==> config.mk <==
export PLATFORM = sky130hd
export DESIGN_NAME = seq_div32
export DESIGN_NICKNAME = d
export VERILOG_FILES = /design/src/rtl/seq_div32.sv
export SDC_FILE = /design/constraint.sdc
export NUM_CORES = 1
export LEC_CHECK = 0
export CORE_MARGIN = 4
export CORE_UTILIZATION = 40
export CTS_BUF_LIST = sky130_fd_sc_hd__clkbuf_16
export CTS_CLUSTER_DIAMETER = 50
export CTS_CLUSTER_SIZE = 14
export DETAILED_ROUTE_END_ITERATION = 8
export GPL_TIMING_DRIVEN = 1
export HOLD_SLACK_MARGIN = 0.02
export SLEW_MARGIN = 20
export SYNTH_ARGS = -nofsm -noshare
export SYNTH_HDL_FRONTEND = slang
export SYNTH_SLANG_ARGS = --single-unit
==> constraint.sdc <==
create_clock -name clock -period 3.9 [get_ports clock]
set_clock_uncertainty 0.1 [all_clocks]
set_input_delay 0.39 -clock clock [delete_from_list [all_inputs] [get_ports clock]]
set_output_delay 0.39 -clock clock [all_outputs]
set_load 0.01 [all_outputs]
==> src/rtl/seq_div32.sv <==
// Iterative radix-2 restoring divider, one quotient bit per clock.
// Define DIV_SIGNED_EN for two's-complement operands; default build is unsigned.
module seq_div32 #(
  parameter int WIDTH = 32
) (
  input  logic             clock,
  input  logic             reset_n,
  input  logic             start,
  input  logic [WIDTH-1:0] dividend,
  input  logic [WIDTH-1:0] divisor,
  output logic             busy,
  output logic             result_rdy,
  output logic [WIDTH-1:0] quotient,
  output logic [WIDTH-1:0] remainder,
  output logic             div_by_zero
);

  localparam int CW = $clog2(WIDTH) + 1;
  localparam logic [CW-1:0]    cnt_full = CW'(WIDTH);
  localparam logic [CW-1:0]    cnt_last = CW'(1);
  localparam logic [CW-1:0]    cnt_step = CW'(1);
  localparam logic [WIDTH-1:0] zero_w   = {WIDTH{1'b0}};
  localparam logic [WIDTH-1:0] ones_w   = {WIDTH{1'b1}};
  localparam logic [WIDTH-1:0] one_w    = {{(WIDTH-1){1'b0}}, 1'b1};

  typedef enum logic [1:0] {IDLE = 2'd0, RUN = 2'd1, FIX = 2'd2, DONE = 2'd3} state_t;

  state_t           state_r, state_s;
  logic [WIDTH-1:0] acc_r, q_r, dvs_r;
  logic [CW-1:0]    cnt_r;
  logic             qneg_r, rneg_r;
  logic             qneg_s, rneg_s, accept_s, dbz_s;
  logic [WIDTH-1:0] dnd_mag_s, dvs_mag_s, q_fix_s, r_fix_s;
  logic [WIDTH:0]   shift_s, trial_s;

  assign dbz_s    = (divisor == zero_w);
  assign accept_s = (state_r == IDLE) && start;

  // Operand magnitudes and result sign flags taken at accept.
  always_comb begin
    qneg_s    = 1'b0;
    rneg_s    = 1'b0;
    dnd_mag_s = dividend;
    dvs_mag_s = divisor;
`ifdef DIV_SIGNED_EN
    rneg_s = dividend[WIDTH-1];
    qneg_s = dividend[WIDTH-1] ^ divisor[WIDTH-1];
    if (dividend[WIDTH-1]) begin
      dnd_mag_s = (~dividend) + one_w;
    end else begin
      dnd_mag_s = dividend;
    end
    if (divisor[WIDTH-1]) begin
      dvs_mag_s = (~divisor) + one_w;
    end else begin
      dvs_mag_s = divisor;
    end
`endif
  end

  // Trial subtract is one bit wider than the partial remainder so the borrow lands in the MSB.
  always_comb begin
    shift_s = {acc_r, q_r[WIDTH-1]};
    trial_s = shift_s - {1'b0, dvs_r};
  end

  // Sign correction of the final magnitudes.
  always_comb begin
    q_fix_s = q_r;
    r_fix_s = acc_r;
    if (qneg_r) begin
      q_fix_s = (~q_r) + one_w;
    end else begin
      q_fix_s = q_r;
    end
    if (rneg_r) begin
      r_fix_s = (~acc_r) + one_w;
    end else begin
      r_fix_s = acc_r;
    end
  end

  // Next-state logic.
  always_comb begin
    state_s = state_r;
    case (state_r)
      IDLE: begin
        if (start) begin
          if (dbz_s) begin
            state_s = DONE;
          end else begin
            state_s = RUN;
          end
        end else begin
          state_s = IDLE;
        end
      end
      RUN: begin
        if (cnt_r == cnt_last) begin
          state_s = FIX;
        end else begin
          state_s = RUN;
        end
      end
      FIX:     state_s = DONE;
      DONE:    state_s = IDLE;
      default: state_s = IDLE;
    endcase
  end

  // State register.
  always_ff @(posedge clock or negedge reset_n) begin
    if (!reset_n) begin
      state_r <= IDLE;
    end else begin
      state_r <= state_s;
    end
  end

  // Datapath: operand capture and one restoring step per RUN cycle.
  always_ff @(posedge clock or negedge reset_n) begin
    if (!reset_n) begin
      acc_r  <= zero_w;
      q_r    <= zero_w;
      dvs_r  <= zero_w;
      cnt_r  <= {CW{1'b0}};
      qneg_r <= 1'b0;
      rneg_r <= 1'b0;
    end else begin
      case (state_r)
        IDLE: begin
          if (start && !dbz_s) begin
            acc_r  <= zero_w;
            q_r    <= dnd_mag_s;
            dvs_r  <= dvs_mag_s;
            cnt_r  <= cnt_full;
            qneg_r <= qneg_s;
            rneg_r <= rneg_s;
          end
        end
        RUN: begin
          if (trial_s[WIDTH]) begin
            acc_r <= shift_s[WIDTH-1:0];
            q_r   <= {q_r[WIDTH-2:0], 1'b0};
          end else begin
            acc_r <= trial_s[WIDTH-1:0];
            q_r   <= {q_r[WIDTH-2:0], 1'b1};
          end
          cnt_r <= cnt_r - cnt_step;
        end
        default: begin
          cnt_r <= cnt_r;
        end
      endcase
    end
  end

  // Registered outputs; results only move when entering DONE.
  always_ff @(posedge clock or negedge reset_n) begin
    if (!reset_n) begin
      busy        <= 1'b0;
      result_rdy  <= 1'b0;
      quotient    <= zero_w;
      remainder   <= zero_w;
      div_by_zero <= 1'b0;
    end else begin
      busy       <= (state_s != IDLE);
      result_rdy <= (state_r == DONE);
      if (accept_s && dbz_s) begin
        quotient    <= ones_w;
        remainder   <= dividend;
        div_by_zero <= 1'b1;
      end else if (state_r == FIX) begin
        quotient    <= q_fix_s;
        remainder   <= r_fix_s;
        div_by_zero <= 1'b0;
      end
    end
  end

endmodule

==> results of run 1 <==
## tightest hold or removal path, cell delays in order (launching register included)
cell and delay (ns):
sky130_fd_sc_hd__dfrtp_1 0.35, sky130_fd_sc_hd__nand2_1 0.05, sky130_fd_sc_hd__nand2_1 0.05
## kinds of logic (layout without fill, tap and decap cells)
family | Yosys count | count (layout) | synth area share (%)
compound gates | 254 | 254 | 17.9
mux | 19 | 19 | 2.18
simple gates | 408 | 408 | 19.4
fa+ha+maj | 35 | 35 | 5.06
flops | 171 | 171 | 48.6
xor+xnor | 24 | 24 | 2.39
buf+inv | 96 | 222 | 4.49
## metal layers
| metal | vias up | GRT usage, % | part of all wire [%] | wire length [um] |
|---|---|---|---|---|
| li1 | 3730 | - | - | - |
| met1 | 3629 | 30.6 | 49 | 12100 |
| met2 | 176 | 31.5 | 45 | 11000 |
| met3 | 22 | 3.13 | 4.2 | 1030 |
| met4 | 0 | 5.29 | 1.3 | 312 |
| met5 | - | 0 | 0 | 0 |
## repair_timing
action | CTS | global route
hold endpoints to repair | 86 | 0
hold buffers | 1 | 0
gates resized for setup | 0 | 0
## state kept, by name, summed over array words and instances, names as in the netlist
signal	cells
acc_r	32
result_rdy	1
busy	1
dvs_r	32
remainder	32
q_r	32
state_r	2
cnt_r	6
div_by_zero	1
quotient	32
## metrics by stage
step,cells,utilization [%]
2_1_floorplan,1007,-
3_3_place_gp,1381,47.7
3_5_place_dp,1381,47.7
4_1_cts,1413,50.4
5_1_grt,1413,50.4
6_report,1413,50.4
## path summary, 6_finish.rpt
check	end	slack, ns	depth (start not counted)
setup / recovery	acc_r[6]	0.37	13
hold / removal	remainder[12]	0.38	2
setup reg to reg	acc_r[6]	0.37	13
hold reg to reg	remainder[12]	0.38	2
max in group asynchronous	remainder[25]	2.25	3
min in group asynchronous	dvs_r[7]	0.49	2
## cells in the final DEF (no fill, tap or decap), types with 3 or more instances in the layout
cell type                         count
sky130_fd_sc_hd__nand2_1            227
sky130_fd_sc_hd__dfrtp_1            171
sky130_fd_sc_hd__clkdlybuf4s50_1    132
sky130_fd_sc_hd__nor2_1              87
sky130_fd_sc_hd__o21ai_0             68
sky130_fd_sc_hd__nand3_1             46
sky130_fd_sc_hd__a21oi_1             44
sky130_fd_sc_hd__inv_1               41
sky130_fd_sc_hd__ha_1                34
sky130_fd_sc_hd__o22ai_1             33
sky130_fd_sc_hd__a22oi_1             33
sky130_fd_sc_hd__mux2i_1             18
sky130_fd_sc_hd__clkbuf_16           17
sky130_fd_sc_hd__buf_4               16
sky130_fd_sc_hd__a21o_1              14
sky130_fd_sc_hd__xnor2_1             14
sky130_fd_sc_hd__o21ai_1             13
sky130_fd_sc_hd__nor4_1              10
sky130_fd_sc_hd__xor2_1              10
sky130_fd_sc_hd__nor3_1               9
sky130_fd_sc_hd__a211oi_1             8
sky130_fd_sc_hd__o21a_1               7
sky130_fd_sc_hd__o21bai_1             6
sky130_fd_sc_hd__inv_6                6
sky130_fd_sc_hd__a31oi_1              5
sky130_fd_sc_hd__or3_1                4
sky130_fd_sc_hd__nand3b_1             3
sky130_fd_sc_hd__a21oi_2              3
sky130_fd_sc_hd__and3_1               3
sky130_fd_sc_hd__nand4_1              3
sky130_fd_sc_hd__a32oi_1              3
## power breakdown
| group | switching [W] | internal [W] |
|---|---|---|
| logic | 0.00332 | 0.00262 |
| registers | 0.000661 | 0.00259 |
| clock network | 0.000763 | 0.000891 |
## layout make-up
cell class / count / share of cell area [%]
clock inverter: 14 / 1.24
sequential: 171 / 39.1
multi-input combinational: 740 / 37.9
timing repair buffer: 150 / 13.3
inverter: 41 / 1.40
tap: 280 / 3.20
clock buffer: 17 / 3.88
==> PnR_summary.wiki, run 1 <==
{| class="wikitable"
! Metric !! Value
|-
| Run status || finished, final reports clean
|-
| Count of unique library cells instantiated by Yosys || 54
|-
| Ports || 134
|-
| Port buffer count || 133
|-
| Mapped Area || roughly 0.0088 sq mm
|-
| Max stage delay cell, worst path || sky130_fd_sc_hd__and2_4
|-
| Number of clock sinks seen by CTS || about 170
|-
| Routed wire per std cell || 17.3 um
|-
| Most used flip-flop cell after synthesis || sky130_fd_sc_hd__dfrtp_1
|-
| # Max-Cap Violations || 0
|-
| Synthesis Warnings || 0
|-
| Die footprint || between 0.02 and 0.025 sq mm
|-
| Dominant cell by count in the synthesized netlist || sky130_fd_sc_hd__nand2_1
|-
| FF+latch area || ~0.0043 sq mm
|-
| Multi-input gate area || just over 0.004 sq mm
|-
| Critical path startpoint || q_r[31]
|-
| Fin Setup TNS || 0 ns
|-
| Worst Hold Slack || between 0.3 and 0.4 ns
|-
| Core Footprint || between 0.02 and 0.025 sq mm
|-
| RSZ-0062 raised after global routing || false
|-
| First-pass GRT wire length || 40.0 mm
|-
| WL final || roughly 24 mm
|-
| Post-route standard cell area excluding fillers || around 0.011 sq mm
|-
| Final estimated routing congestion in global placement || about 0.87
|-
| Placement-stage cell area || 0.0104 sq mm
|-
| Tot Pwr || approximately 0.011 W
|-
| Total setup violations reported at the end of the flow || 0
|-
| Number of nets in the final layout || about 1200
|-
| Worst ir drop on vdd || 0.436 mV
|-
| Post-CTS setup repair buffer count || 0
|-
| Path type of the worst min-delay path || register to register
|-
| DR vias || approximately 7600
|-
| WS Path Type || register to register
|-
| Clock transition at the registers of the reported paths || about 0.070 ns
|-
| Part of the Yosys area used for sequential elements || between 40 and 50%
|-
| Worst reg2reg startpoint || q_r[31]
|-
| Vertical extent of the die || approximately 160 um
|-
| Number of buffer and inverter instances along the worst setup path || 2
|-
| Number of enable-type register cells in the synthesized netlist || 0
|-
| Count of nets left with antenna violations after detail routing || 0
|-
| Async set or reset register ratio after synthesis || 100%
|-
| Vias in the first global route || ~7400
|-
| Least-Margin Pin Slew || about 1 ns
|-
| Delay of the slowest critical-path stage || ~0.50 ns
|-
| Worst slew margin relative to its limit || ~34%
|-
| Global-route usage over all layers || about 21%
|-
| Via/cell ratio || about 5.3
|-
| DR pass1 iterations || 6
|-
| Maximum clock insertion buffer count || 2
|-
| Average cell area after synthesis || 8.74 sq um
|-
| Largest area contributor in the netlist || sky130_fd_sc_hd__dfrtp_1
|-
| Final period utilization || between 90% and 100%
|-
| Synth Instances || 1007
|-
| Startpoint class of the critical path || register
|-
| Pwr Density || slightly below 1000 mW/mm^2
|-
| Top cell type's share of synthesized area || between 40% and 50%
|-
| Number of DRC violations after detailed routing || 0
|-
| Number of fillers in the final layout || about 2100
|-
| Crit path setup slack, layout || roughly 0.37 ns
|-
| Inserted Clock Buffers || 17
|-
| Antenna violations before repair || 0
|-
| #FFs+latches synth || between 150 and 200
|-
| Antenna diode instance count || 0
|-
| Final number of hold-violating endpoints || 0
|-
| Data arrival time of the critical path || 3.70 ns
|-
| Number of nets produced by synthesis || between 1000 and 1500
|-
| Max-slew violation count || 0
|-
| Worst-path cell chain || inv_1 -> ha_1 -> inv_1 -> fa_1 -> a211oi_2 -> o21ai_2 -> o2111ai_1 -> a21oi_2 -> o21a_1 -> o21ai_2 -> and2_4 -> mux2i_1 -> o21ai_0
|-
| Clock tree root driver cell || sky130_fd_sc_hd__clkbuf_16
|-
| CP max FO || 28
|-
| Kind of cell with the highest combined delay on the critical path || compound AO/OA/AOI/OAI gates
|-
| Number of H-tree branching levels || 4
|-
| Number of standard-cell rows in the floorplan || 54
|-
| Detailed Place HPWL || approximately 18 mm
|-
| Clock latency on the worst-skew pair || 0.43 ns
|-
| Pre-CTS setup slack || ~0.4 ns
|-
| Starting utilization of the core area || 40.5%
|-
| Signed area change from the synthesized netlist to the final layout || 24.5%
|-
| Largest net degree at the start of global routing || 90
|-
| Sort of element at the end of the critical path || register
|-
| Final critical delay including setup and external delays || 3.53 ns
|-
| Ranking of synthesized cells by area || sky130_fd_sc_hd__dfrtp_1 (49%), sky130_fd_sc_hd__nand2_1 (9.7%), sky130_fd_sc_hd__ha_1 (4.8%)
|-
| Worst hold path startpoint || remainder[12]
|-
| Maximum clock rate || around 0.28 GHz
|-
| GRT Residual Overflow || 0
|-
| Static leakage || 4.90 nW
|-
| Most common library cells after synthesis || sky130_fd_sc_hd__nand2_1 (227), sky130_fd_sc_hd__dfrtp_1 (171), sky130_fd_sc_hd__nor2_1 (89)
|-
| Width of the die || approximately 160 um
|-
| Fraction of layout instances using a drive strength above 1 || approximately 5.6%
|-
| DRC violation total after the first TritonRoute iteration || 512
|-
| CTS tree || done
|-
| Crit path required time || 4.07 ns
|}
(Power assumes the default switching activity.)
==> run 2: changes to the inputs <==
--- a/config.mk
+++ b/config.mk
@@ -5,6 +5,7 @@
 export SDC_FILE = /design/constraint.sdc
 export NUM_CORES = 1
 export LEC_CHECK = 0
+export CAP_MARGIN = 20
 export CORE_MARGIN = 4
 export CORE_UTILIZATION = 40
 export CTS_BUF_LIST = sky130_fd_sc_hd__clkbuf_16
@@ -12,7 +13,6 @@
 export CTS_CLUSTER_SIZE = 14
 export DETAILED_ROUTE_END_ITERATION = 8
 export GPL_TIMING_DRIVEN = 1
-export HOLD_SLACK_MARGIN = 0.02
 export SLEW_MARGIN = 20
 export SYNTH_ARGS = -nofsm -noshare
 export SYNTH_HDL_FRONTEND = slang
==> results of run 2 <==
The final DEF is identical to that of run 1; final timing and power are the same.
==> run 3: changes to the inputs <==
--- a/config.mk
+++ b/config.mk
@@ -12,7 +12,6 @@
 export CTS_CLUSTER_DIAMETER = 50
 export CTS_CLUSTER_SIZE = 14
 export DETAILED_ROUTE_END_ITERATION = 8
-export GPL_TIMING_DRIVEN = 1
 export SLEW_MARGIN = 20
 export SYNTH_ARGS = -nofsm -noshare
 export SYNTH_HDL_FRONTEND = slang
==> results of run 3 <==
The final DEF is identical to that of run 1; final timing and power are the same.
